**config.mk**
```make
export PLATFORM = sky130hd
export DESIGN_NAME = dual_deque_arbiter
export DESIGN_NICKNAME = d
export VERILOG_FILES = /design/src/rtl/dual_deque_pkg.sv /design/src/rtl/rr_arbiter2.sv /design/src/rtl/dual_deque_arbiter.sv
export SDC_FILE = /design/constraint.sdc
export NUM_CORES = 1
export LEC_CHECK = 0
export ABC_AREA = 1
export BUFFER_PORTS_ARGS = -buffer_cell sky130_fd_sc_hd__buf_2
export CAP_MARGIN = 10
export CORE_MARGIN = 3
export CORE_UTILIZATION = 53
export CTS_BUF_LIST = sky130_fd_sc_hd__clkbuf_2 sky130_fd_sc_hd__clkbuf_4 sky130_fd_sc_hd__clkbuf_8
export CTS_CLUSTER_SIZE = 12
export DETAILED_ROUTE_END_ITERATION = 12
export GPL_ROUTABILITY_DRIVEN = 0
export PLACE_DENSITY = 0.87
export SKIP_LAST_GASP = 1
export SYNTH_ARGS = -nofsm -noshare
export SYNTH_HDL_FRONTEND = slang
export SYNTH_SLANG_ARGS = --single-unit
```
**constraint.sdc**
```tcl
create_clock -name clk -period 2.5 [get_ports clk]
set_input_delay 0.5 -clock clk [delete_from_list [all_inputs] [get_ports clk]]
set_output_delay 0.5 -clock clk [all_outputs]
set_load 0.02 [all_outputs]
```
**src/rtl/dual_deque_pkg.sv**
```systemverilog
// Shared types and constants for the dual_deque arbiter and its round-robin helper.
package dual_deque_pkg;

  typedef enum logic [1:0] {
    ST_IDLE,
    ST_ISSUE,
    ST_WAIT,
    ST_RESP
  } state_t;

  localparam logic OP_PUSH = 1'b0;
  localparam logic OP_POP  = 1'b1;
  localparam logic SEL_S0  = 1'b0;
  localparam logic SEL_S1  = 1'b1;
  localparam logic REQ_A   = 1'b0;
  localparam logic REQ_B   = 1'b1;

endpackage

```
**src/rtl/rr_arbiter2.sv**
```systemverilog
// Two-way round-robin grant: a lone requester wins outright, a tie goes to the
// requester that was not granted last.
module rr_arbiter2
  import dual_deque_pkg::*;
(
  input  logic [1:0] req,
  input  logic       last_grant,
  output logic       grant_valid,
  output logic       grant_id
);

  always_comb begin
    grant_valid = |req;
    grant_id    = REQ_A;
    if (req[REQ_A] && req[REQ_B]) begin
      grant_id = ~last_grant;
    end else if (req[REQ_B]) begin
      grant_id = REQ_B;
    end
  end

endmodule

```
**src/rtl/dual_deque_arbiter.sv**
```systemverilog
// Shares one dual_deque between requesters A and B; one command in flight at a time.
// States: IDLE grant+flag check | ISSUE single strobe | WAIT pop latency | RESP respond.
module dual_deque_arbiter
  import dual_deque_pkg::*;
#(
  parameter int DATA_W      = 8,
  parameter int POP_LATENCY = 1
) (
  input  logic              clk,
  input  logic              rst_n,
  input  logic              a_req,
  input  logic              a_op,
  input  logic              a_sel,
  input  logic [DATA_W-1:0] a_wdata,
  output logic              a_ready,
  output logic              a_rsp_valid,
  output logic              a_rsp_ok,
  output logic [DATA_W-1:0] a_rsp_data,
  input  logic              b_req,
  input  logic              b_op,
  input  logic              b_sel,
  input  logic [DATA_W-1:0] b_wdata,
  output logic              b_ready,
  output logic              b_rsp_valid,
  output logic              b_rsp_ok,
  output logic [DATA_W-1:0] b_rsp_data,
  output logic              dq_select,
  output logic              dq_push,
  output logic              dq_pop,
  output logic [DATA_W-1:0] dq_data_in,
  input  logic [DATA_W-1:0] dq_data_out,
  input  logic              dq_s0_empty,
  input  logic              dq_s0_full,
  input  logic              dq_s1_empty,
  input  logic              dq_s1_full,
  output logic              busy
);

  localparam int CNT_W = (POP_LATENCY > 1) ? $clog2(POP_LATENCY) : 1;

  state_t            state, state_n;
  logic              last_grant, last_grant_n;
  logic              cur_id, cur_id_n, cur_op, cur_op_n, cur_sel, cur_sel_n, cur_ok, cur_ok_n;
  logic [DATA_W-1:0] cur_wdata, cur_wdata_n;
  logic [CNT_W-1:0]  wait_cnt, wait_cnt_n;
  logic              a_ready_n, b_ready_n, a_rsp_valid_n, b_rsp_valid_n, rsp_ok_n;
  logic              dq_select_n, dq_push_n, dq_pop_n;
  logic [DATA_W-1:0] rsp_data_n, dq_data_in_n;
  logic              grant_valid, grant_id, win_op, win_sel, reject;
  logic [DATA_W-1:0] win_wdata;

  rr_arbiter2 u_arb (
    .req        ({b_req, a_req}),
    .last_grant (last_grant),
    .grant_valid(grant_valid),
    .grant_id   (grant_id)
  );

  assign win_op    = (grant_id == REQ_B) ? b_op    : a_op;
  assign win_sel   = (grant_id == REQ_B) ? b_sel   : a_sel;
  assign win_wdata = (grant_id == REQ_B) ? b_wdata : a_wdata;
  assign reject    = (win_op == OP_PUSH) ? ((win_sel == SEL_S1) ? dq_s1_full  : dq_s0_full)
                                         : ((win_sel == SEL_S1) ? dq_s1_empty : dq_s0_empty);

  always_comb begin
    state_n       = state;
    last_grant_n  = last_grant;
    cur_id_n      = cur_id;
    cur_op_n      = cur_op;
    cur_sel_n     = cur_sel;
    cur_ok_n      = cur_ok;
    cur_wdata_n   = cur_wdata;
    wait_cnt_n    = wait_cnt;
    a_ready_n     = 1'b0;
    b_ready_n     = 1'b0;
    a_rsp_valid_n = 1'b0;
    b_rsp_valid_n = 1'b0;
    rsp_ok_n      = 1'b0;
    rsp_data_n    = '0;
    dq_select_n   = 1'b0;
    dq_push_n     = 1'b0;
    dq_pop_n      = 1'b0;
    dq_data_in_n  = '0;
    unique case (state)
      ST_IDLE: begin
        if (grant_valid) begin
          a_ready_n   = (grant_id == REQ_A);
          b_ready_n   = (grant_id == REQ_B);
          cur_id_n    = grant_id;
          cur_op_n    = win_op;
          cur_sel_n   = win_sel;
          cur_wdata_n = win_wdata;
          cur_ok_n    = ~reject;
          state_n     = reject ? ST_RESP : ST_ISSUE;
        end
      end
      ST_ISSUE: begin
        dq_select_n  = cur_sel;
        dq_data_in_n = cur_wdata;
        dq_push_n    = (cur_op == OP_PUSH);
        dq_pop_n     = (cur_op == OP_POP);
        wait_cnt_n   = CNT_W'(POP_LATENCY - 1);
        state_n      = (cur_op == OP_POP) ? ST_WAIT : ST_RESP;
      end
      ST_WAIT: begin
        if (wait_cnt == '0) begin
          state_n = ST_RESP;
        end else begin
          wait_cnt_n = wait_cnt - CNT_W'(1);
        end
      end
      ST_RESP: begin
        // Pop data becomes valid on dq_data_out while we sit here, so it is captured now.
        a_rsp_valid_n = (cur_id == REQ_A);
        b_rsp_valid_n = (cur_id == REQ_B);
        rsp_ok_n      = cur_ok;
        rsp_data_n    = (cur_ok && cur_op == OP_POP) ? dq_data_out : '0;
        last_grant_n  = cur_id;
        state_n       = ST_IDLE;
      end
      default: state_n = ST_IDLE;
    endcase
  end

  always_ff @(posedge clk) begin
    if (!rst_n) begin
      state       <= ST_IDLE;
      last_grant  <= REQ_B;
      cur_id      <= REQ_A;
      cur_op      <= OP_PUSH;
      cur_sel     <= SEL_S0;
      cur_ok      <= 1'b0;
      cur_wdata   <= '0;
      wait_cnt    <= '0;
      a_ready     <= 1'b0;
      b_ready     <= 1'b0;
      a_rsp_valid <= 1'b0;
      b_rsp_valid <= 1'b0;
      a_rsp_ok    <= 1'b0;
      b_rsp_ok    <= 1'b0;
      a_rsp_data  <= '0;
      b_rsp_data  <= '0;
      dq_select   <= 1'b0;
      dq_push     <= 1'b0;
      dq_pop      <= 1'b0;
      dq_data_in  <= '0;
      busy        <= 1'b0;
    end else begin
      state       <= state_n;
      last_grant  <= last_grant_n;
      cur_id      <= cur_id_n;
      cur_op      <= cur_op_n;
      cur_sel     <= cur_sel_n;
      cur_ok      <= cur_ok_n;
      cur_wdata   <= cur_wdata_n;
      wait_cnt    <= wait_cnt_n;
      a_ready     <= a_ready_n;
      b_ready     <= b_ready_n;
      a_rsp_valid <= a_rsp_valid_n;
      b_rsp_valid <= b_rsp_valid_n;
      a_rsp_ok    <= a_rsp_valid_n & rsp_ok_n;
      b_rsp_ok    <= b_rsp_valid_n & rsp_ok_n;
      a_rsp_data  <= a_rsp_valid_n ? rsp_data_n : '0;
      b_rsp_data  <= b_rsp_valid_n ? rsp_data_n : '0;
      dq_select   <= dq_select_n;
      dq_push     <= dq_push_n;
      dq_pop      <= dq_pop_n;
      dq_data_in  <= dq_data_in_n;
      busy        <= (state_n != ST_IDLE);
    end
  end

endmodule

```
# Yosys cells after proc, flatten, opt, wreduce, memory -nomap -nowiden

Index checks and enable logic that the tools add are counted.

Flip-flop bits (word level): 50
Logic and storage cells: 63

Add/sub/neg operators: 1
Eq/ne operators: 3
Mux-type cells: 20
Bitwise gates (word level): 7
Reductions and logical operators: 11

Operator list:

| operator                                      | number |
|---|---|
| two-way mux 8 bit                             | 3 |
| two-way mux 1 bit                             | 12 |
| case mux 2 bit (4 select lines)               | 1 |
| AND reduction 2 bit                           | 4 |
| two-way mux 2 bit                             | 3 |
| inverter 1 bit                                | 5 |
| == test 2 bit, second input constant          | 2 |
| nonzero test 2 bit                            | 2 |
| AND reduction 3 bit                           | 1 |
| AND 1 bit                                     | 2 |
| == test 2 x 1 -> 1 bit, second input constant | 1 |
| logical AND 1 bit                             | 2 |
| zero test 2 bit                               | 1 |
| case mux 1 bit (2 select lines)               | 1 |
| OR reduction 2 bit                            | 1 |
| subtractor 1 bit, second input constant       | 1 |

# Depth between registers and ports, before layout

Gate-level depths: netlist (run 1).

Depth in word-level cells: 9
Gate-level depth with buffers: 11
Gate-level depth less buffers: 11

# Hierarchy

From an unflattened synthesis (run 1), not the netlist that was laid out.

Cell total of the unflattened synthesis: 208
Area, all modules: 1722.9 um^2

Modules (own cells, without submodules):

| module             | instances | cells each | area an instance (um^2) |
|---|---|---|---|
| dual_deque_arbiter | 1         | 205        | 1707.9 |
| rr_arbiter2        | 1         | 3          | 15.0 |

# Least setup slack after synthesis (run 1)

No wires, ideal clock.

Path kind: input -> register
From: input port a_req
To: register busy
Setup time: 0.114 ns
Arrival: 1.224 ns
Path slack: 1.162 ns
Cell stages on the path: 10
Cell sequence: nand2_1 -> nand2_2 -> o21ai_2 -> inv_1 -> nand2_1 -> nand3_1 -> nand2_1 -> nand2_1 -> nand2_1 -> nand2_1

Word-level cells in the longest chain between the ends: 9

Ends and longest elaborated chain:

| item                                        | RTL line                                           | RTL |
|---|---|---|
| from (decl)                                 | dual_deque_arbiter.sv:11                           | `input logic a_req,` |
| logical AND 1 bit                           | rr_arbiter2.sv:15                                  | `if (req[REQ_A] && req[REQ_B]) begin` |
| two-way mux 1 bit                           | rr_arbiter2.sv:15                                  |  |
| two-way mux 1 bit                           | dual_deque_arbiter.sv:60                           | `assign win_sel = (grant_id == REQ_B) ? b_sel : a_sel;` |
| two-way mux 1 bit, on equally long branches | dual_deque_arbiter.sv:62, dual_deque_arbiter.sv:63 |  |
| two-way mux 1 bit                           | dual_deque_arbiter.sv:62                           | `assign reject = (win_op == OP_PUSH) ? ((win_sel == SEL_S1) ? dq_s1_full : dq_s0_full)` |
| two-way mux 2 bit                           | dual_deque_arbiter.sv:94                           | `state_n = reject ? ST_RESP : ST_ISSUE;` |
| two-way mux 2 bit *                         | dual_deque_arbiter.sv:86                           | `if (grant_valid) begin` |
| case mux 2 bit (4 select lines) *           | dual_deque_arbiter.sv:84                           | `unique case (state)` |
| nonzero test 2 bit *                        | dual_deque_arbiter.sv:169                          | `busy <= (state_n != ST_IDLE);` |
| to (signal assigned)                        | dual_deque_arbiter.sv:169                          |  |
| to (decl)                                   | dual_deque_arbiter.sv:36                           | `output logic busy` |

Mark *: on every way between the ends. The rest lies on a longest branch, timed or not.
A chain may end at the register's enable or synchronous reset.

# Worst setup path after layout (run 1)

From: register state[0]
To: register a_rsp_data[5]

Word-level cells in the longest chain between the ends: 3

Ends and longest elaborated chain:

| item                                 | RTL line                  | RTL |
|---|---|---|
| from (decl)                          | dual_deque_arbiter.sv:41  | `state_t state, state_n;` |
| from (signal assigned)               | dual_deque_arbiter.sv:149 | `state <= state_n;` |
| == test 2 bit *                      | dual_deque_arbiter.sv:84  |  |
| two-way mux 1 bit                    | dual_deque_arbiter.sv:84  |  |
| AND reduction 2 bit (no source line) | -                         |  |
| to (signal assigned)                 | dual_deque_arbiter.sv:163 | `a_rsp_data <= a_rsp_valid_n ? rsp_data_n : '0;` |
| to (decl)                            | dual_deque_arbiter.sv:18  | `output logic [DATA_W-1:0] a_rsp_data,` |

Marks and branches as above.

==> results.ini, run 1 <==
[global_route]
grt_first_pass_wirelength_um=5940
grt_max_degree=16
antenna_found_initial=0
grt_pass1_vias=1429
grt_use_total=0.191
gr-total-overflow=0

[finish]
drive_above_1_share=0.342
final_core_util=0.705
syn_to_final_growth_pct=26.5
fillCellCount=256
final_cell_mix=buf_2 (69), dfxtp_1 (49), inv_1 (35)
final_common_cell=buf_2
fin_nets=308
n_antenna_cell=0

[yosys]
ys_seq_area_frac=0.572
syn-num-nets=235
synth_cell_types=23
yosysWarnings=0
async_flop_share=0
syn_area_mm2=0.00172
ys_ff_latch=49
synth_area_per_cell_um2=8.80
synth_cells=195
yosys_most_used_dff=dfxtp_1
synth-edff-count=0

[timing]
finalCritPeriodShare=0.576
fmax_mhz=695
tightest_slew_ns=0.440
final_hold_viol_count=0
maxSlewViolCount=0
final-setup-viol-count=0
relSlewSlack=0.706
period_minus_slack_ns=1.44
rsz0062_at_grt=no
finalClockSkew_ns=0.00922
setup_tns_ns=0

[critical_path]
end_kind=flop
worstPathArrival_ns=1.71
rr_worst_depth=7
start_kind=flop
cp_max_fo=6
crit_type=reg2reg
crit_required_ns=2.77

[clock_tree]
cts_buffer_depth=2
cts_tree=built
ctsHoldBuffers=0
ctsHtreeMaxLevel=2
ctsResizeCount=0
cts_setup_buffers=0
clockRootBuffer=clkbuf_4
cts_buffers=5
clk_pin_slew_ns=0.13
clk_latency_ns=0.35
cts_sinks=49

[route]
drt-pass1-iter-count=4
wirelength_um=3380
drc_errors=0
wl_per_cell_um=10.8
vias_per_cell=4.64
ant_nets=0
drtIter0Drc=61
num_vias=1453

[hold_path]
holdPathStages=3
min_path_type=in2reg

[run]
maxCapViolCount=0

[floorplan]
num_rows=20
die_area_mm2=0.00396
die_y_um=62.9
io-pin-count=70
core_mm2=0.00308
die_width_um=62.9
start_util=0.557

[pwr]
leakage_nw=1.10
power_density_mw_per_mm2=807
peakVddDrop_v=0.000451

[place]
hpwl_um=2680
portBuffers=69

[status]
outcome=complete, no violations

==> logic make-up (layout without fill, tap and decap cells) <==
group / count (synthesis) / count (layout) / synth area share
adder cells (fa/ha/maj): 4 / 4 / 0.0292
AND/OR/NAND/NOR: 84 / 84 / 0.244
buffers and inverters: 43 / 117 / 0.0970
AO/OA/AOI/OAI: 15 / 15 / 0.0584
flip-flops: 49 / 49 / 0.572
==> flip-flops by register name, indices dropped and copies added (netlist names), 2 cells and up <==
register and cells:
state 2, b_rsp_data 8, cur_wdata 8, dq_data_in 8, a_rsp_data 8
==> synthesized netlist by cell type, types with 2 or more instances <==
cell	count	area (um2)
o21ai_0	3	15.0
inv_1	35	131
a21oi_1	2	10.0
nor3_4	2	32.5
o211ai_1	8	60.1
nand3_1	14	70.1
nor2_4	3	33.8
dfxtp_1	49	981
ha_1	4	50.1
inv_2	4	15.0
nand2_1	32	120
nor2_1	16	60.1
nor3_1	13	65.1
==> power breakdown <==
| part | leakage (nW) | internal [mW] | switching [mW] |
|---|---|---|---|
| combinational | 0.658 | 0.146 | 0.295 |
| sequential | 0.398 | 0.879 | 0.0406 |
| clock | 0.0413 | 0.163 | 0.227 |
==> cell type report <==
cell class                      instances  area (um2)  share of cell area
Clock buffer                            7        65.1              0.0300
Clock inverter                          1        5.00             0.00231
Inverter                               40         151              0.0697
Multi-Input combinational cell        103         568               0.262
Sequential cell                        49         981               0.452
Tap cell                               44        55.1              0.0254
Timing Repair Buffer                   69         345               0.159
==> metal layers <==
| layer | global-route usage | up-vias | share of wire |
|---|---|---|---|
| met3 | 0.0558 | 9 | 0.069 |
| met4 | 0.0964 | 0 | 0.024 |
| met2 | 0.333 | 58 | 0.51 |
| met5 | 0 | - | 0 |
| met1 | 0.208 | 637 | 0.39 |
| li1 | - | 749 | - |
==> through the flow <==
stage	worst slack (ns)	instances	area [um2]	power [mW]	hold slack, ns
detailed placement	0.916	305	2100	1.38	0.428
finish	1.06	313	2170	1.75	0.358
global placement	0.932	305	2100	1.36	0.424
CTS	1.05	313	2170	1.77	0.340
floorplan	1.16	195	1720	1.26	0.410
global route	0.898	313	2170	1.87	0.330
==> worst max-delay path, stage by stage (launching register included) <==
cell	delay, ns
dfxtp_1	0.39
ha_1	0.21
inv_1	0.12
nor3_4	0.20
inv_1	0.12
nor2_4	0.10
inv_2	0.07
nor3_1	0.15
==> worst paths after layout <==
kind,slack (ns),end,startpoint
setup reg to reg,1.06,a_rsp_data[5],state[0]
setup / recovery,1.06,a_rsp_data[5],state[0]
hold reg to reg,0.44,dq_data_in[6],cur_wdata[6]
hold / removal,0.36,cur_wdata[4],b_wdata[4]
No activity file was read; power rests on OpenSTA's default activity.
==> run 2, diff against run 1 <==
--- a/config.mk
+++ b/config.mk
@@ -9,12 +9,12 @@
 export BUFFER_PORTS_ARGS = -buffer_cell sky130_fd_sc_hd__buf_2
 export CAP_MARGIN = 10
 export CORE_MARGIN = 3
-export CORE_UTILIZATION = 53
+export CORE_UTILIZATION = 44
 export CTS_BUF_LIST = sky130_fd_sc_hd__clkbuf_2 sky130_fd_sc_hd__clkbuf_4 sky130_fd_sc_hd__clkbuf_8
 export CTS_CLUSTER_SIZE = 12
 export DETAILED_ROUTE_END_ITERATION = 12
 export GPL_ROUTABILITY_DRIVEN = 0
-export PLACE_DENSITY = 0.87
+export PLACE_DENSITY = 0.77
 export SKIP_LAST_GASP = 1
 export SYNTH_ARGS = -nofsm -noshare
 export SYNTH_HDL_FRONTEND = slang
==> constraint.sdc (replaced) <==
create_clock -name clk -period 1.3 [get_ports clk]
set_input_delay 0.26 -clock clk [delete_from_list [all_inputs] [get_ports clk]]
set_output_delay 0.26 -clock clk [all_outputs]
set_load 0.02 [all_outputs]
==> results.ini, run 2 (synthesized netlist as in run 1, its figures left out) <==
[floorplan]
die_y_um=68.4  ; +8.8%
core_mm2=0.00372  ; +21%
die_area_mm2=0.00468  ; +18%
die_width_um=68.4  ; +8.8%
num_rows=22  ; +10%
start_util=0.462  ; -0.0957
io-pin-count=70  ; unchanged

[hold_path]
holdPathStages=3  ; unchanged
min_path_type=in2reg
worstHoldStart=b_wdata[3]

[global_route]
grt_max_degree=16  ; unchanged
gr-total-overflow=0  ; unchanged
grt_use_total=0.162  ; -0.0289
grt_pass1_vias=1394  ; -2.4%
antenna_found_initial=0  ; unchanged
grt_first_pass_wirelength_um=5720  ; -3.7%

[timing]
fin_worst_hold_slack_ns=0.176  ; -0.182 ns
tightest_slew_ns=0.201  ; -0.239 ns
period_minus_slack_ns=1.25  ; -0.188 ns
fmax_mhz=799  ; +15%
relSlewSlack=0.866  ; +0.159
final-setup-viol-count=0  ; unchanged
finalClockSkew_ns=0.00775  ; -0.00146 ns
fin_ws_ns=0.0489  ; -1.01 ns
final_hold_viol_count=0  ; unchanged
maxSlewViolCount=0  ; unchanged
finalCritPeriodShare=0.962  ; +0.387
rsz0062_at_grt=yes
setup_tns_ns=0  ; unchanged

[finish]
fin_nets=325  ; +5.5%
drive_above_1_share=0.472  ; +0.130
n_antenna_cell=0  ; unchanged
stdcell_count=334  ; +6.7%
fillCellCount=327  ; +28%
final_cell_mix=buf_2 (69), dfxtp_1 (46), inv_1 (30)
syn_to_final_growth_pct=43.0
final_common_cell=buf_2

[critical_path]
reg2reg_from=state[1]
crit_type=reg2reg
critical_path.startpoint=state[1]
end_kind=flop
worstPathArrival_ns=1.47  ; -0.24 ns
crit_required_ns=1.52  ; -1.25 ns
cp_max_fo=5  ; -1
rr_worst_depth=8  ; +1
start_kind=flop

[pwr]
power_density_mw_per_mm2=1570  ; +95%
peakVddDrop_v=0.000671  ; +49%
leakage_nw=1.21  ; +9.9%
finalPower_mw=3.86  ; +120%

[route]
wirelength_um=3800  ; +12%
drtIter0Drc=33  ; -46%
drt-pass1-iter-count=4  ; unchanged
ant_nets=0  ; unchanged
vias_per_cell=4.48  ; -3.4%
drc_errors=0  ; unchanged
num_vias=1497  ; +3.0%
wl_per_cell_um=11.4  ; +5.4%

[clock_tree]
clockRootBuffer=clkbuf_8
cts_buffer_depth=2  ; unchanged
clk_latency_ns=0.29  ; -0.06 ns
ctsHoldBuffers=0  ; unchanged
ctsHtreeMaxLevel=2  ; unchanged
clk_pin_slew_ns=0.09  ; -0.04 ns
cts_buffers=5  ; unchanged
cts_sinks=49  ; unchanged
cts_tree=built

[run]
maxCapViolCount=0  ; unchanged

[place]
placed_cells=320  ; +4.9%
dp_worst_setup_slack_ns=-0.0401  ; -0.956 ns
portBuffers=69  ; unchanged
hpwl_um=2820  ; +5.1%

[status]
outcome=complete, no violations

==> run 2: layout make-up <==
| cell class | count | area, um2 | share of cell area |
|---|---|---|---|
| Clock buffer | 6 | 82.6 | 0.0337 |
| Timing Repair Buffer | 84 | 470 | 0.192 |
| Clock inverter | 2 | 13.8 | 0.00561 |
| Multi-Input combinational cell | 103 | 667 | 0.272 |
| Timing Repair inverter | 2 | 12.5 | 0.00510 |
| Inverter | 40 | 160 | 0.0653 |
| Sequential cell | 49 | 987 | 0.402 |
| Tap cell | 48 | 60.1 | 0.0245 |
==> run 2: stage by stage <==
stage	cell area [um2]	utilization
floorplan	1720	-
global placement	2200	0.592
detailed placement	2200	0.592
CTS	2330	0.627
global route	2450	0.660
finish	2450	0.660
==> run 2: timing repair <==
| item | in CTS | in global routing |
|---|---|---|
| setup endpoints to repair | 12 | 26 |
| pin swaps | 0 | 9 |
| cloned | 1 | 1 |
| gates resized for setup | 7 | 29 |
| buffers inserted | 1 | 3 |
==> run 2: path summary, 6_finish.rpt <==
| check | end | slack [ns] |
|---|---|---|
| worst max-delay path | cur_wdata[2] | 0.05 |
| worst min-delay path | cur_wdata[3] | 0.18 |
| worst max register to register | cur_wdata[2] | 0.05 |
| worst min register to register | dq_data_in[5] | 0.44 |
==> run 2: power by group <==
part | total (mW) | leakage, nW | switching [mW] | internal, mW
Clock | 0.903 | 0.0512 | 0.472 | 0.431
Sequential | 1.79 | 0.399 | 0.0892 | 1.70
Combinational | 1.17 | 0.756 | 0.674 | 0.491
Total | 3.86 | 1.21 | 1.24 | 2.62
==> run 2: critical path, cell delays in order, from the launching register on <==
cell,delay (ns)
dfxtp_2,0.34
inv_2,0.08
ha_4,0.16
nand2_4,0.05
nor2_4,0.20
nand3_4,0.12
clkinv_2,0.09
nand2_1,0.06
o211ai_1,0.08
==> run 2: metal layers <==
layer / up-vias / track usage / routed length (um)
li1: 781 / - / -
met1: 665 / 0.176 / 1530
met2: 45 / 0.305 / 2000
met3: 6 / 0.0361 / 221
met4: 0 / 0.0521 / 44
met5: - / 0 / 0
